## src/rtl/fifo_pkg.sv

```systemverilog
// Shared types, width helper and parameter sanity checks for the parametrised FIFO.
package fifo_pkg;

  typedef enum logic {FIFO_STD, FIFO_FWFT} fifo_mode_e;

  function automatic int cnt_w(input int depth);
    return $clog2(depth) + 1;
  endfunction

  function automatic bit depth_ok(input int depth);
    return (depth >= 2) && ((depth & (depth - 1)) == 0);
  endfunction

  function automatic bit thresh_ok(input int depth, input int af, input int ae);
    return (af >= 1) && (af <= depth) && (ae >= 0) && (ae <= depth - 1);
  endfunction

endpackage

```

## src/rtl/fifo_ram.sv

```systemverilog
// DEPTH x DATA_W storage: synchronous write port, asynchronous indexed read port.
module fifo_ram #(
  parameter int DATA_W = 128,
  parameter int DEPTH  = 16
) (
  input  logic                     clock,
  input  logic                     we,
  input  logic [$clog2(DEPTH)-1:0] wr_idx,
  input  logic [DATA_W-1:0]        wr_data,
  input  logic [$clog2(DEPTH)-1:0] rd_idx,
  output logic [DATA_W-1:0]        rd_data
);

  logic [DATA_W-1:0] mem [DEPTH];

  always_ff @(posedge clock) begin
    if (we) mem[wr_idx] <= wr_data;
  end

  assign rd_data = mem[rd_idx];

endmodule

```

## src/rtl/sync_fifo_param.sv

```systemverilog
// Single-clock FIFO with threshold flags, sticky error flags and selectable
// standard (registered) or first-word-fall-through read.
module sync_fifo_param
  import fifo_pkg::*;
#(
  parameter int DATA_W    = 128,
  parameter int DEPTH     = 16,
  parameter int AF_THRESH = DEPTH - 2,
  parameter int AE_THRESH = 2,
  parameter int FWFT      = 0
) (
  input  logic                    clock,
  input  logic                    rst,
  input  logic                    wr,
  input  logic [DATA_W-1:0]       D_in,
  input  logic                    rd,
  output logic [DATA_W-1:0]       D_out,
  output logic                    full,
  output logic                    empty,
  output logic                    almost_full,
  output logic                    almost_empty,
  output logic [cnt_w(DEPTH)-1:0] fifo_cnt,
  output logic                    overflow,
  output logic                    underflow,
  input  logic                    clr_err
);

  localparam int CW = cnt_w(DEPTH);
  localparam int AW = $clog2(DEPTH);
  localparam fifo_mode_e MODE = (FWFT != 0) ? FIFO_FWFT : FIFO_STD;
  localparam logic [CW-1:0] DEPTH_C = CW'(DEPTH);
  localparam logic [CW-1:0] AF_C    = CW'(AF_THRESH);
  localparam logic [CW-1:0] AE_C    = CW'(AE_THRESH);

  if (!depth_ok(DEPTH)) begin : g_depth_chk
    $error("sync_fifo_param: DEPTH must be a power of two and at least 2");
  end
  if (!thresh_ok(DEPTH, AF_THRESH, AE_THRESH)) begin : g_thresh_chk
    $error("sync_fifo_param: AF_THRESH or AE_THRESH out of range");
  end

  logic [CW-1:0]     wr_ptr, rd_ptr, cnt_q, cnt_nxt;
  logic              full_q, empty_q, af_q, ae_q, ovf_q, udf_q;
  logic              wr_acc, rd_acc;
  logic [DATA_W-1:0] ram_rdata;

  // A full FIFO is never empty, so wr+rd while full always pops as well.
  assign wr_acc = wr && (!full_q || rd);
  assign rd_acc = rd && !empty_q;

  always_comb begin
    cnt_nxt = cnt_q;
    if (wr_acc && !rd_acc)      cnt_nxt = cnt_q + CW'(1);
    else if (!wr_acc && rd_acc) cnt_nxt = cnt_q - CW'(1);
  end

  always_ff @(posedge clock or negedge rst) begin
    if (!rst) begin
      wr_ptr  <= '0;
      rd_ptr  <= '0;
      cnt_q   <= '0;
      full_q  <= 1'b0;
      empty_q <= 1'b1;
      af_q    <= 1'b0;
      ae_q    <= 1'b1;
      ovf_q   <= 1'b0;
      udf_q   <= 1'b0;
    end else begin
      if (wr_acc) wr_ptr <= wr_ptr + CW'(1);
      if (rd_acc) rd_ptr <= rd_ptr + CW'(1);
      cnt_q   <= cnt_nxt;
      full_q  <= (cnt_nxt == DEPTH_C);
      empty_q <= (cnt_nxt == '0);
      af_q    <= (cnt_nxt >= AF_C);
      ae_q    <= (cnt_nxt <= AE_C);
      // A fresh error wins over a same-cycle clear.
      ovf_q   <= (ovf_q && !clr_err) || (wr && full_q && !rd);
      udf_q   <= (udf_q && !clr_err) || (rd && empty_q);
    end
  end

  fifo_ram #(
    .DATA_W (DATA_W),
    .DEPTH  (DEPTH)
  ) u_ram (
    .clock   (clock),
    .we      (wr_acc),
    .wr_idx  (wr_ptr[AW-1:0]),
    .wr_data (D_in),
    .rd_idx  (rd_ptr[AW-1:0]),
    .rd_data (ram_rdata)
  );

  if (MODE == FIFO_FWFT) begin : g_fwft
    // Gate to zero while empty so reset shows 0 instead of unreset memory.
    assign D_out = empty_q ? '0 : ram_rdata;
  end else begin : g_std
    logic [DATA_W-1:0] dout_q;
    always_ff @(posedge clock or negedge rst) begin
      if (!rst)        dout_q <= '0;
      else if (rd_acc) dout_q <= ram_rdata;
    end
    assign D_out = dout_q;
  end

  assign full         = full_q;
  assign empty        = empty_q;
  assign almost_full  = af_q;
  assign almost_empty = ae_q;
  assign fifo_cnt     = cnt_q;
  assign overflow     = ovf_q;
  assign underflow    = udf_q;

endmodule

```

## config.mk

```make
export PLATFORM = sky130hd
export DESIGN_NAME = sync_fifo_param
export DESIGN_NICKNAME = d
export VERILOG_FILES = /design/src/rtl/fifo_pkg.sv /design/src/rtl/fifo_ram.sv /design/src/rtl/sync_fifo_param.sv
export SDC_FILE = /design/constraint.sdc
export NUM_CORES = 2
export LEC_CHECK = 0
export BUFFER_PORTS_ARGS = -buffer_cell sky130_fd_sc_hd__buf_2
export CAP_MARGIN = 10
export CELL_PAD_IN_SITES_DETAIL_PLACEMENT = 2
export CELL_PAD_IN_SITES_GLOBAL_PLACEMENT = 2
export CORE_ASPECT_RATIO = 2
export CORE_MARGIN = 2
export CORE_UTILIZATION = 34
export DETAILED_ROUTE_END_ITERATION = 10
export GPL_TIMING_DRIVEN = 0
export PLACE_DENSITY_LB_ADDON = 0.1
export RECOVER_POWER = 50
export SLEW_MARGIN = 0
export SYNTH_ARGS = -nofsm -noshare
export SYNTH_HDL_FRONTEND = slang
export SYNTH_SLANG_ARGS = --single-unit
```

## constraint.sdc

```tcl
create_clock -name clock -period 11 [get_ports clock]
set_clock_uncertainty 0.05 [all_clocks]
set_input_delay 1.1 -clock clock [delete_from_list [all_inputs] [get_ports clock]]
set_output_delay 1.1 -clock clock [all_outputs]
set_load 0.02 [all_outputs]
```

# After elaboration in Yosys (flattened, before gate mapping)
# Memory sizes are Yosys's and may differ from the RTL's. A register that Yosys moved wholly into a read port is not among the register bits.
# Index checks and enable logic that the tools add are counted.
# Widths: inputs -> output; s select.
dict set report classes {
  addsub 4
  order_cmp 2
  n_eq_ne 1
  mux 4
  n_reduce_logical 20
}
# cell count
set op_table {}
lappend op_table {{$add 5x1->5 const B} 3}
lappend op_table {{$mux 5} 2}
lappend op_table {{$logic_and 1x1->1} 9}
lappend op_table {{$logic_not 1->1} 7}
lappend op_table {{$eq 5x5->1 const B} 1}
lappend op_table {{$ge 5x4->1 const B} 1}
lappend op_table {{$le 5x2->1 const B} 1}
lappend op_table {{$logic_not 5->1} 1}
lappend op_table {{$sub 5x1->5 const B} 1}
lappend op_table {{$logic_or 1x1->1} 3}
lappend op_table {{$mux 1} 2}
dict set report totals {
  reg_bits 21
  ramBits 2048
  out_inout_bits 139
  word_cells 41
  n_memories 1
}
# memory words word_bits read_ports rd_ports_with_merged_regs wr line_no
set mem_list {}
lappend mem_list {u_ram.mem 16 128 1 1 1 fifo_ram.sv:14} ;# logic [DATA_W-1:0] mem [DEPTH];

# Logic depth before layout (Yosys ltp)
dict set report logic_depth {
  ltp_word 8
  mapped_depth 9
}

# Modules after synthesis
# Synthesis repeated with hierarchy kept, for this count alone.
dict set report unflattened {
  cells_unflattened 3853
  area_unflattened_um2 82572.9
}
# module n_inst cells_per_inst area_each_um2 seq_area_each_um2
set modules_own_cells {}
lappend modules_own_cells {fifo_ram 1 3229 76882.5 61499.0}
lappend modules_own_cells {sync_fifo_param 1 624 5690.5 3681.0}

# Worst setup path before layout
# No wires, ideal clock.
dict set report synth_path {
  path_type {in2reg}
  from {input port rd}
  to {memory u_ram.mem[3][0], enable pin}
  setup_ns 0.771
  t_arrival_ns 10.551
  t_required_ns 10.179
  slack_ns -0.372
  cell_stages 5
  path_cell_list {buf_4 > inv_1 > a21oi_1 > nand2_1 > nor3_1}
}
dict set report synth_between {
  elab_chain_cells 4
}
# item line_no
set synth_lines {}
lappend synth_lines {{from (decl)} sync_fifo_param.sv:16} ;# input logic rd,
lappend synth_lines {{$logic_or 1x1->1} sync_fifo_param.sv:48} ;# assign wr_acc = wr && (!full_q || rd);
lappend synth_lines {{$logic_and 1x1->1} sync_fifo_param.sv:48}
lappend synth_lines {{$mux 1} fifo_ram.sv:17} ;# if (we) mem[wr_idx] <= wr_data;
lappend synth_lines {{$mux 1 (implied by the code)} fifo_ram.sv:17}
lappend synth_lines {{to (decl)} fifo_ram.sv:14}
# No other way between the ends.

# Worst setup path after layout
dict set report layout_path {
  from {register empty_q, in the netlist empty}
  to {register g_std.dout_q[92], in the netlist D_out[92], read port of u_ram.mem}
}
dict set report layout_between {
  elab_chain_cells 2
}
# item line_no
set layout_lines {}
lappend layout_lines {{from (decl)} sync_fifo_param.sv:43} ;# logic full_q, empty_q, af_q, ae_q, ovf_q, udf_q;
lappend layout_lines {{from (signal assigned)} sync_fifo_param.sv:73} ;# empty_q <= (cnt_nxt == '0);
lappend layout_lines {{$logic_not 1->1} sync_fifo_param.sv:49} ;# assign rd_acc = rd && !empty_q;
lappend layout_lines {{$logic_and 1x1->1} sync_fifo_param.sv:49}
lappend layout_lines {{to (decl)} sync_fifo_param.sv:98} ;# logic [DATA_W-1:0] dout_q;
# No other way between the ends.
# A chain may end at the register's enable or synchronous reset.

==> reports/metrics.cfg <==
[routing]
route.met3.wl_mm=12.00
ant_nets=0
vias=45740
drc=0
via_per_inst=5.298
wl_per_cell_um=33.04
drt_iter0_drc=2843
wirelength_mm=285.2
m1WireLength_mm=106.7
dr.pass1.iters=5
met2_length_mm=156.5
dr.max_layer_used=met5

[critical_path]
crit_fanout=10
path_class=reg -> reg
endpoint_kind=flop
crit_path_start_kind=flop
cp.required_ns=11.73
cp.arrival_ns=4.99

[cts]
cts_tree=done
h-tree-depth=4
cts.clk_slew.worst_paths_ns=0.07
root_buffer=clkbuf_16
cts_inserted_buffers=208
cts_num_sinks=2195
clk-insertion-delay-late_ns=0.86
ctsResizeCount=0
cts_setup_buffers=0
hold_buffers=0
cts.path.max_buffers=4

[hold_path]
hold_class=reg -> reg

[sta]
slew_violations=25
fmax_ghz=0.2349
max_slew_margin_pct=-53.58
setup_viol=0
tightestPinTransition_ns=2.304
finalHoldViolCount=0
rsz0062_at_grt=no
finalWorstSetupSlack_ns=6.743
fin_crit_sh_pct=38.70
fin_crit_ns=4.257
setup_tns_ns=0

[global_routing]
grtUsageTotal_pct=22.55
grt_max_degree=65
grt_pass1_wl_mm=396.8
grt-ovfl-total=0
antenna_found_initial=42
first_global_vias=51550

[pwr]
p_leak_nw=33.50
power_density_nw_per_um2=267.0
ir_drop_v=0.0001402

[logic_synthesis]
ys_warn_count=0
mappedNetlistNets=4737
ys_types=50
synth-seq-cells=2195
syn_area_per_cell_um2=18.15
syn_inst=4597
synth_seq_area_share_pct=78.13
synth_area_um2=83420

[place]
portBuffers=269
pre_cts_ws_ns=6.054
gp_congestion=0.7320
dpl.cell_count=8246
dp_hpwl_mm=198.1

[floorplan]
dieArea_um2=249600
initial_utilization_pct=34.14
die_y_um=704.5
rows=257
io_pins=272
design.core.area_um2=244400
die_w_um=354.3

[finish]
instances_no_fill=8633
area_growth_pct=18.08
nNetsFinal=5360
layout-drive-gt1-share_pct=15.25
fin_util_pct=40.31

[run_status]
violations=max-capacitance violations, max-slew violations
status=complete, but fails checks

[job]
max_cap_violations=1

-- layer usage --
| metal | GRT usage [%] | up-vias |
|---|---|---|
| met5 | 0 | - |
| met3 | 3.534 | 460 |
| li1 | - | 19610 |
| met1 | 25.14 | 24675 |
| met4 | 7.354 | 36 |
| met2 | 43.09 | 959 |
-- where the power goes --
| part | switching (W) | internal, W |
|---|---|---|
| Clock | 0.00317 | 0.00403 |
| Combinational | 0.00578 | 0.00271 |
| Sequential | 0.000438 | 0.0102 |
-- layout make-up --
| type | instances | area (µm²) |
|---|---|---|
| diodes | 11 | 27.53 |
| multi-input cells | 2123 | 17030 |
| flip-flops and latches | 2195 | 65180 |
| inverters | 7 | 26.28 |
| clock buffers | 300 | 5914 |
| clock inverters | 75 | 696.9 |
| repair buffers | 413 | 4288 |
| plain buffers | 272 | 1291 |
| well taps | 3237 | 4050 |
| fillers | 23536 | 145900 |
-- cell usage after synthesis (all sizes together) --
cell        n  area share (%)
edfxtp   2048              74
mux2i     874              10
o22ai     243             1.8
buf       162             1.1
dfrtp     145             4.3
a22oi     132             1.2
a21oi     129            0.77
o21ai     125            0.75
nor3      122            0.73
mux2      113             1.5
clkbuf    110            0.49
nor2      106            0.48
nand3      73            0.44
nand2      69            0.31
o32ai      36            0.39
a32oi      21            0.22
mux4       20            0.54
o31ai      10           0.090
xnor2       8           0.084
ha          7            0.10
inv         7           0.032
nand2b      7           0.052
nor2b       5           0.046
and2        4           0.030
dfstp       2           0.063
or2         2           0.015
xor2        2           0.021
a2111oi     1           0.012
a211oi      1           0.015
a21o        1          0.0090
a31o        1           0.011
a31oi       1          0.0075
a32o        1           0.012
and2b       1           0.012
and3b       1           0.011
and4        1           0.011
nand4       1          0.0075
nor3b       1           0.015
o2111a      1           0.013
o211ai      1          0.0090
o221a       1           0.024
or3         1           0.013
-- registers in the layout, indices dropped and copies added (netlist names) --
register and count:
almost_empty 1, fifo_cnt 5, u_ram.mem 2048, wr_ptr 4, empty 1, rd_ptr 4, overflow 1, almost_full 1
D_out 128, full 1, underflow 1
-- cells in the final DEF (no fill, tap or decap), types with 112 or more instances in the layout --
| master | instances |
|---|---|
| a21oi_1 | 129 |
| a22oi_1 | 132 |
| buf_2 | 189 |
| clkbuf_1 | 346 |
| clkbuf_16 | 211 |
| dfrtp_1 | 145 |
| edfxtp_1 | 2048 |
| mux2_2 | 112 |
| mux2i_1 | 874 |
| nor3_1 | 118 |
| o22ai_1 | 243 |
-- through the flow --
step / power (W) / hold WS [ns] / area [µm²]
global placement: 0.01936 / 0.4142 / 88840
floorplan: 0.01539 / 0.5051 / 83440
CTS: 0.02676 / 0.02183 / 98730
global route: 0.02734 / 0.4459 / 98480
detailed placement: 0.01953 / 0.4177 / 92110
finish: 0.02630 / 0.4281 / 98500
-- worst paths after layout --
kind	from	slack (ns)	endpoint	depth (start not counted)
setup / recovery	empty	6.74	D_out[92]	6
max in group asynchronous	rst	8.16	D_out[30]	3
hold / removal	underflow	0.43	underflow	1
min in group asynchronous	rst	0.88	D_out[41]	1
hold reg to reg	underflow	0.43	underflow	1
setup reg to reg	empty	6.74	D_out[92]	6
-- worst max-delay path, cell delays in order, from the launching register on --
cell,delay [ns]
dfstp_1,0.46
and2b_4,0.30
clkbuf_1,0.95
clkbuf_1,1.04
buf_1,0.90
o32ai_1,0.25
a21oi_1,0.20
-- cells by family (layout without fill, tap and decap cells) --
| logic type | Yosys count | after routing | share of synthesized area, % |
|---|---|---|---|
| mux | 1007 | 1007 | 12.56 |
| buf+inv | 279 | 1067 | 1.587 |
| simple gates | 394 | 394 | 2.170 |
| other cells | 0 | 11 | 0 |
| fa+ha+maj | 7 | 7 | 0.1050 |
| flops | 2195 | 2195 | 78.13 |
| xor+xnor | 10 | 10 | 0.1050 |
| compound gates | 705 | 705 | 5.344 |
(Power assumes the default switching activity.)
